==> config.mk <==
export PLATFORM = sky130hd
export DESIGN_NAME = conv_line_feeder
export DESIGN_NICKNAME = d
export VERILOG_FILES = /design/src/rtl/conv_pkg.sv /design/src/rtl/conv_line_feeder_line_buf.sv /design/src/rtl/conv_line_feeder.sv
export SDC_FILE = /design/constraint.sdc
export NUM_CORES = 2
export LEC_CHECK = 0
export BUFFER_PORTS_ARGS = -buffer_cell sky130_fd_sc_hd__buf_4
export CAP_MARGIN = 15
export CORE_MARGIN = 4
export CORE_UTILIZATION = 40
export CTS_BUF_LIST = sky130_fd_sc_hd__clkbuf_8
export DETAILED_ROUTE_END_ITERATION = 6
export PLACE_DENSITY = 0.54
export SLEW_MARGIN = 40
export SYNTH_ARGS = -nofsm -noshare
export SYNTH_HDL_FRONTEND = slang
export SYNTH_SLANG_ARGS = --single-unit
==> constraint.sdc <==
create_clock -name clk -period 31.4 [get_ports clk]
set_clock_uncertainty 0.05 [all_clocks]
set_input_delay 1.57 -clock clk [delete_from_list [all_inputs] [get_ports clk]]
set_output_delay 1.57 -clock clk [all_outputs]
set_load 0.02 [all_outputs]
==> src/rtl/conv_pkg.sv <==
// Shared types and constants for the conv33 feeder and its benches.
// Frame geometry default and the feeder FSM encoding live here.
package conv_pkg;

  localparam int IMG_W_DEF   = 252;
  localparam int PIXEL_W_DEF = 8;

  typedef logic [PIXEL_W_DEF-1:0] pixel_t;

  typedef enum logic [2:0] {
    IDLE,
    FILL,
    STREAM,
    CLR,
    DONE
  } feed_state_t;

endpackage

==> src/rtl/conv_line_feeder_line_buf.sv <==
// One image row of storage, indexed by column.
// Read returns the old word while a write lands at the same address.
module line_buf #(
  parameter int WIDTH = 8,
  parameter int DEPTH = 252,
  parameter int AW    = $clog2(DEPTH)
) (
  input  logic             clk,
  input  logic             we,
  input  logic [AW-1:0]    addr,
  input  logic [WIDTH-1:0] wdata,
  output logic [WIDTH-1:0] rdata
);

  logic [WIDTH-1:0] mem [DEPTH];

  assign rdata = mem[addr];

  // write-only port; the combinational read sees pre-edge contents
  always_ff @(posedge clk) begin
    if (we) mem[addr] <= wdata;
  end

endmodule

==> src/rtl/conv_line_feeder.sv <==
// Raster-to-column feeder for the 3x3 convolution engine.
// Optional mid-frame resync on in_sof: define CONV_FEED_SOF_RESYNC_EN.
module conv_line_feeder
  import conv_pkg::*;
#(
  parameter int PIXEL_WIDTH = PIXEL_W_DEF,
  parameter int IMG_W       = IMG_W_DEF
) (
  input  logic                   clk,
  input  logic                   rst,
  input  logic                   in_valid,
  output logic                   in_ready,
  input  logic                   in_sof,
  input  logic [PIXEL_WIDTH-1:0] in_pixel,
  output logic [PIXEL_WIDTH-1:0] pix_top,
  output logic [PIXEL_WIDTH-1:0] pix_mid,
  output logic [PIXEL_WIDTH-1:0] pix_bot,
  output logic                   col_shift,
  output logic                   row_clr,
  output logic                   win_valid,
  output logic                   frame_done,
  output logic                   sof_err
);

  localparam int CW = $clog2(IMG_W);
  localparam logic [CW-1:0] LAST = CW'(IMG_W - 1);
  localparam logic [CW-1:0] ONE  = CW'(1);
  localparam logic [CW-1:0] TWO  = CW'(2);

  feed_state_t state;
  feed_state_t nxt;

  logic [CW-1:0] col;
  logic [CW-1:0] row;

  logic xfer;
  logic start;
  logic resync;
  logic restart;
  logic fill_x;
  logic strm_x;
  logic lb_we;
  logic [CW-1:0] lb_addr;

  logic [PIXEL_WIDTH-1:0] lb0_rd;
  logic [PIXEL_WIDTH-1:0] lb1_rd;

  logic ready_d;
  logic clr_d;
  logic done_d;

  assign xfer  = in_valid && in_ready;
  assign start = xfer && in_sof && (state == IDLE);

`ifdef CONV_FEED_SOF_RESYNC_EN
  assign resync = xfer && in_sof &&
                  ((state == FILL) || (state == STREAM));
`else
  assign resync = 1'b0;
`endif

  // a restart pixel is always column 0 of row 0
  assign restart = start || resync;
  assign fill_x  = xfer && (state == FILL) && !resync;
  assign strm_x  = xfer && (state == STREAM) && !resync;
  assign lb_we   = restart || fill_x || strm_x;
  assign lb_addr = restart ? '0 : col;

  // LB0 holds row r-1, LB1 holds row r-2
  line_buf #(
    .WIDTH (PIXEL_WIDTH),
    .DEPTH (IMG_W),
    .AW    (CW)
  ) u_lb0 (
    .clk   (clk),
    .we    (lb_we),
    .addr  (lb_addr),
    .wdata (in_pixel),
    .rdata (lb0_rd)
  );

  line_buf #(
    .WIDTH (PIXEL_WIDTH),
    .DEPTH (IMG_W),
    .AW    (CW)
  ) u_lb1 (
    .clk   (clk),
    .we    (lb_we),
    .addr  (lb_addr),
    .wdata (lb0_rd),
    .rdata (lb1_rd)
  );

  // state register
  always_ff @(posedge clk) begin
    if (rst) state <= IDLE;
    else     state <= nxt;
  end

  // next-state decode
  always_comb begin
    nxt = state;
    unique case (state)
      IDLE: begin
        if (start) nxt = FILL;
      end
      FILL: begin
        if (resync) nxt = FILL;
        else if (fill_x && col == LAST && row == ONE)
          nxt = STREAM;
      end
      STREAM: begin
        if (resync) nxt = FILL;
        else if (strm_x && col == LAST) nxt = CLR;
      end
      CLR: begin
        nxt = (row == LAST) ? DONE : STREAM;
      end
      DONE: begin
        nxt = IDLE;
      end
      default: nxt = IDLE;
    endcase
  end

  // output decode, registered below so ready carries no comb path
  always_comb begin
    ready_d = (nxt == IDLE) || (nxt == FILL) ||
              (nxt == STREAM);
    clr_d   = (state == CLR);
    done_d  = (state == DONE);
  end

  // column/row position of the next pixel to arrive
  always_ff @(posedge clk) begin
    if (rst) begin
      col <= '0;
      row <= '0;
    end else if (restart) begin
      col <= ONE;
      row <= '0;
    end else if (fill_x || strm_x) begin
      if (col == LAST) begin
        col <= '0;
        if (fill_x) row <= row + ONE;
      end else begin
        col <= col + ONE;
      end
    end else if (state == CLR) begin
      if (row != LAST) row <= row + ONE;
    end else if (state == DONE) begin
      row <= '0;
    end
  end

  // registered engine-side outputs
  always_ff @(posedge clk) begin
    if (rst) begin
      in_ready   <= 1'b0;
      col_shift  <= 1'b0;
      win_valid  <= 1'b0;
      row_clr    <= 1'b0;
      frame_done <= 1'b0;
      pix_top    <= '0;
      pix_mid    <= '0;
      pix_bot    <= '0;
    end else begin
      in_ready   <= ready_d;
      col_shift  <= strm_x;
      win_valid  <= strm_x && (col >= TWO);
      row_clr    <= clr_d;
      frame_done <= done_d;
      if (strm_x) begin
        pix_top <= lb1_rd;
        pix_mid <= lb0_rd;
        pix_bot <= in_pixel;
      end
    end
  end

`ifdef CONV_FEED_SOF_RESYNC_EN
  // flag the unexpected start-of-frame that forced the restart
  always_ff @(posedge clk) begin
    if (rst) sof_err <= 1'b0;
    else     sof_err <= resync;
  end
`else
  assign sof_err = 1'b0;
`endif

endmodule
# ---- Word-level counts from Yosys, hierarchy flattened
# Memories as Yosys holds them, arrays and structs flattened. A register that Yosys moved wholly into a read port is not among the register bits.
# Cells that the tools add are included.
dict set report word_totals {
  register_bits 40
  mem_bits_rw 4032
  in_bits 12
  n_memories 2
}
# memory words word_bits read_ports rd_ports_with_merged_regs write_ports line_no
set memory_table {}
lappend memory_table {u_lb0.mem 252 8 1 0 1 conv_line_feeder_line_buf.sv:15} ;# logic [WIDTH-1:0] mem [DEPTH];
lappend memory_table {u_lb1.mem 252 8 1 1 1 conv_line_feeder_line_buf.sv:15}
dict set report classes {
  n_addsub 2
  order_cmp 1
  eq_ne 13
  muxes 17
  n_reduce_logical 20
}
# op count
set op_table {}
lappend op_table {{8-bit 2-to-1 mux} 8}
lappend op_table {{8-bit by 1-bit adder with 8-bit output, second input constant} 2}
lappend op_table {{8-bit equality test, second input constant} 2}
lappend op_table {{3-bit 2-to-1 mux} 4}
lappend op_table {{3-bit case mux with 4 select lines} 1}
lappend op_table {{3-bit by 2-bit equality test with 1-bit output, second input constant} 3}
lappend op_table {{1-bit logical AND} 9}
lappend op_table {{8-bit by 1-bit equality test with 1-bit output, second input constant} 1}
lappend op_table {{8-bit by 2-bit greater-or-equal comparator with 1-bit output, second input constant} 1}
lappend op_table {{8-bit != test, second input constant} 1}
lappend op_table {{3-bit by 1-bit equality test with 1-bit output, second input constant} 2}
lappend op_table {{3-bit zero test} 2}
lappend op_table {{1-bit logical OR} 5}
lappend op_table {{1-bit 2-to-1 mux} 4}
lappend op_table {{2-bit != test, second input constant} 2}
lappend op_table {{4-bit AND reduction} 1}
lappend op_table {{3-bit equality test, second input constant} 1}
lappend op_table {{3-bit by 1-bit != test with 1-bit output, second input constant} 1}
lappend op_table {{3-bit nonzero test} 1}
lappend op_table {{2-bit nonzero test} 1}
lappend op_table {{2-bit OR reduction} 1}

# ---- Depth between registers and ports, before layout
dict set report depth {
  word_depth 9
  ltp_mapped 16
}

# ---- Cells and area by module
# A second synthesis with hierarchy kept.
dict set report hier_totals {
  hier_cells 7381
  area_unflattened_um2 157172.0
}
# module instances cells_per_inst area_each_um2 seq_area_each_um2
set by_module_without_submodules {}
lappend by_module_without_submodules {line_buf 2 3561 77524.4 60538.1}
lappend by_module_without_submodules {conv_line_feeder 1 259 2123.3 960.9}

# ---- Worst setup path before layout
# OpenSTA, ideal clock, no wires.
dict set report synth_path {
  kind {input to register}
  startpoint {in in_sof}
  endpoint {mem u_lb1.mem[0][7] (data pin)}
  arrival_time_ns 10.053
  t_required_ns 29.788
  setup_slack_ns 19.735
  cell_stages 8
  n_path_buf 4
  path_cell_list {nor3b_4 buf_4 a21oi_2 clkbuf_1 clkbuf_1 clkbuf_1 a221oi_1 o2111ai_1}
}
dict set report synth_via {
  elab_chain_cells 4
}
# item line_no
set synth_lines {}
lappend synth_lines {{from (decl)} conv_line_feeder.sv:13} ;# input logic in_sof,
lappend synth_lines {{1-bit logical AND (2 in a row)} conv_line_feeder.sv:53} ;# assign start = xfer && in_sof && (state == IDLE);
lappend synth_lines {{8-bit 2-to-1 mux} conv_line_feeder.sv:67} ;# assign lb_addr = restart ? '0 : col;
lappend synth_lines {{memory read 252 x 8 bit} n/a}
lappend synth_lines {{net lb0_rd[7]} conv_line_feeder.sv:45} ;# logic [PIXEL_WIDTH-1:0] lb0_rd;
lappend synth_lines {{to (decl)} conv_line_feeder_line_buf.sv:15}
# The timed path passes the listed nets, and every way through them passes these cells.

# ---- Final worst setup path
dict set report layout_path {
  startpoint {reg col[1]}
  endpoint {mem u_lb1.mem[168][6] (data pin)}
}
dict set report layout_via {
  elab_chain_cells 2
}
# item line_no
set layout_lines {}
lappend layout_lines {{from (decl)} conv_line_feeder.sv:33} ;# logic [CW-1:0] col;
lappend layout_lines {{from (signal assigned)} conv_line_feeder.sv:147} ;# col <= col + ONE;
lappend layout_lines {{8-bit 2-to-1 mux} conv_line_feeder.sv:67}
lappend layout_lines {{memory read 252 x 8 bit} n/a}
lappend layout_lines {{net lb0_rd[6]} conv_line_feeder.sv:45}
# The timed path passes the listed nets, and every way through them passes these cells.

==> impl_metrics.csv <==
group,metric,value,unit
cts,cts.sinks,4080,
finish,fin_nets,10370,
sta,relSlewSlack,0.2913,
synth,ys_ff_latch,4080,
finish,stdcell_area,184800,sq um
global_routing,grt_pass1_wl,886400,microns
placement,post-place-ws,22980,ps
placement,dp_hpwl,409700,microns
hold_path,hold_path.class,"register to register",
pwr,p_leak,56.88,nW
finish,area_growth,14.35,%
cts,h-tree-depth,6,
cts,clkLatencyLatePin,1330,ps
pwr,powerDensity,58.40,nW/um^2
global_routing,overflow,0,
cts,path_clk_slew,60,ps
sta,fin_ws,22840,ps
floorplanning,coreArea,402600,sq um
pwr,ir_worst_vdd,46.07,uV
route,first_pass_iters,7,
cts,cts-root-buf,"clkbuf_8",
synth,yosysWarningCount,0,
sta,tns,0,ps
cts,cts_buffers,665,
synth,yosys_most_used_dff,"edfxtp_1",
finish,nFillCells,34640,
finish,multi_input_area,37870,sq um
global_routing,antenna_found_initial,73,
route,drcViolationCount,4,
setup_path,path_buf_inv,5,
cts,post_cts_buffers,0,
job,cap_violations,0,
floorplanning,die_y,643.6,microns
finish,layout-drive-gt1-share,0.2058,
route,via_per_inst,6.482,
setup_path,critPathMaxStageDelay,880,ps
placement,io_buffers,40,
sta,rsz0062_at_grt,"no",
floorplanning,io_pins,42,
synth,ys_seq_area_frac,0.7551,
floorplanning,fp-row-count,233,
cts,clk_path_buf_depth,4,
synth,synthesis.nets,9738,
finish,final_cell_mix,"4,032 x edfxtp_1, 679 x clkbuf_8, 663 x mux2i_1",
cts,cts_hold_repair.buffers,0,
synth,syn_inst,9722,
sta,period_share,0.2725,
sta,tightest_slew,1055,ps
synth,synthArstFlopShare,0,
setup_path,cp_slowest_cell,"nor4_4",
global_routing,first_global_vias,98340,
sta,slew_viol_final,0,
setup_path,required,32220,ps
synth,synth_area_leader_cell,"edfxtp_1",
synth,synth_edf_count,4032,
route,routedWlPerCell,41.07,microns
status,violations,"DRC",
global_routing,grt_usage,0.3133,
finish,final_common_cell,"edfxtp_1",
sta,min_period,8558,ps
setup_path,cp-end-kind,"register",
setup_path,worst-setup-path-type,"register to register",
route,vias,105800,
sta,fmax,0.1169,GHz
synth,ys_types,94,
synth,synth_area_leaders,"edfxtp_1 75%, mux2i_1 4.1%, mux4_2 3.2%",
sta,hold_viol_final,0,
setup_path,cp-start-kind,"register",
placement,placed_cell_area,172400,sq um
sta,finalSetupViolations,0,
cts,ctsResizeCount,0,
floorplanning,initial_core_util,0.4014,
route,final_antenna_net_count,0,
status,status,"finished with violations",
synth,postSynthAreaPerCell,16.62,sq um
setup_path,crit_fanout,100,
cts,cts_tree,"done",
setup_path,cp_cell_sequence,"buf_12 -> buf_4 -> buf_4 -> mux2i_1 -> o22ai_1 -> o21ai_0 -> a21oi_1 -> or3_1 -> nor4_4 -> nand4_1 -> a2111oi_2 -> nand2_4 -> buf_12 -> buf_16",
route,drt_iter0_markers,17680,
setup_path,cpLargestDelayFamily,"buffers and inverters",
synth,synth_top_cell_area_share,0.7492,
synth,netlist_area,161600,sq um
floorplanning,die_x,643.6,microns
finish,regArea,122100,sq um
placement,gp_congestion,1.021,
setup_path,crit_arrival,9370,ps
floorplanning,dieArea,414300,sq um
route,wl,670600,microns
global_routing,grt_max_degree,110,
path summary, 6_finish.rpt:
| check | depth (start not counted) | end | slack, ps | startpoint |
|---|---|---|---|---|
| max | 14 | u_lb1.mem[168][6] | 22840 | col[1] |
| min | 2 | pix_bot[6] | 410 | pix_bot[6] |
| max reg2reg | 14 | u_lb1.mem[168][6] | 22840 | col[1] |
| min reg2reg | 2 | pix_bot[6] | 410 | pix_bot[6] |
kinds of logic after synthesis:
logic type	after synthesis	synth area share
AO/OA/AOI/OAI	2256	0.09400
XOR/XNOR	7	0.0003794
adder cells (fa/ha/maj)	4	0.0003097
buffers and inverters	761	0.02182
flip-flops	4080	0.7551
multiplexers	1046	0.08397
other	1	0.00002320
AND/OR/NAND/NOR	1567	0.04440
layout make-up:
| class | count | share of cell area |
|---|---|---|
| Clock inverter | 509 | 0.01391 |
| Inverter | 48 | 0.001056 |
| Sequential cell | 4080 | 0.6604 |
| Timing Repair Buffer | 678 | 0.03189 |
| Clock buffer | 679 | 0.05057 |
| Antenna cell | 48 | 0.0006499 |
| Tap cell | 5405 | 0.03659 |
| Multi-Input combinational cell | 4881 | 0.2049 |
tightest hold or removal path: stages (launching register included):
cell and delay [ps]:
dfxtp_1 310, nand2_1 50, a21oi_1 50
Yosys cell counts, types with 77 or more instances:
| master | n |
|---|---|
| buf_2 | 295 |
| nor2_1 | 720 |
| a31oi_1 | 78 |
| o22ai_1 | 229 |
| mux2i_1 | 665 |
| o221ai_1 | 125 |
| nand3_1 | 176 |
| mux2_2 | 148 |
| mux4_2 | 233 |
| nand2_1 | 251 |
| clkbuf_1 | 257 |
| a22oi_1 | 83 |
| o21ai_0 | 298 |
| edfxtp_1 | 4032 |
| a21oi_1 | 612 |
| nor3_1 | 77 |
| a221oi_1 | 185 |
| a211oi_1 | 199 |
| buf_1 | 85 |
per-layer routing:
| layer | routed length, microns | GRT usage |
|---|---|---|
| met5 | 924 | 0.01087 |
| met4 | 47200 | 0.1850 |
| met3 | 91420 | 0.1136 |
| met2 | 281200 | 0.4416 |
| met1 | 249900 | 0.4139 |
power by group:
part	switching, W	leakage, nW	internal [W]
logic	0.000380	13.3	0.000101
registers	0.00000217	36.6	0.00603
clock network	0.00220	7.01	0.00209
registers in the layout, summed over array words and instances (netlist names):
signal      cells
pix_top         8
u_lb1.mem    2016
col             8
col_shift       1
row_clr         1
pix_mid         8
pix_bot         8
row             8
in_ready        1
u_lb0.mem    2016
frame_done      1
win_valid       1
state           3
metrics by stage:
| step | utilization | hold slack (ps) | total power, W | cells |
|---|---|---|---|---|
| floorplan | - | 442.3 | 0.006378 | 9722 |
| global placement | 0.4256 | 394.6 | 0.006584 | 15050 |
| detailed placement | 0.4281 | 399.4 | 0.006601 | 15080 |
| CTS | 0.4577 | 408.0 | 0.01080 | 16270 |
| global route | 0.4588 | 438.0 | 0.01108 | 16290 |
| finish | 0.4590 | 405.5 | 0.01079 | 16330 |
Power figures use the tool's default switching activity.
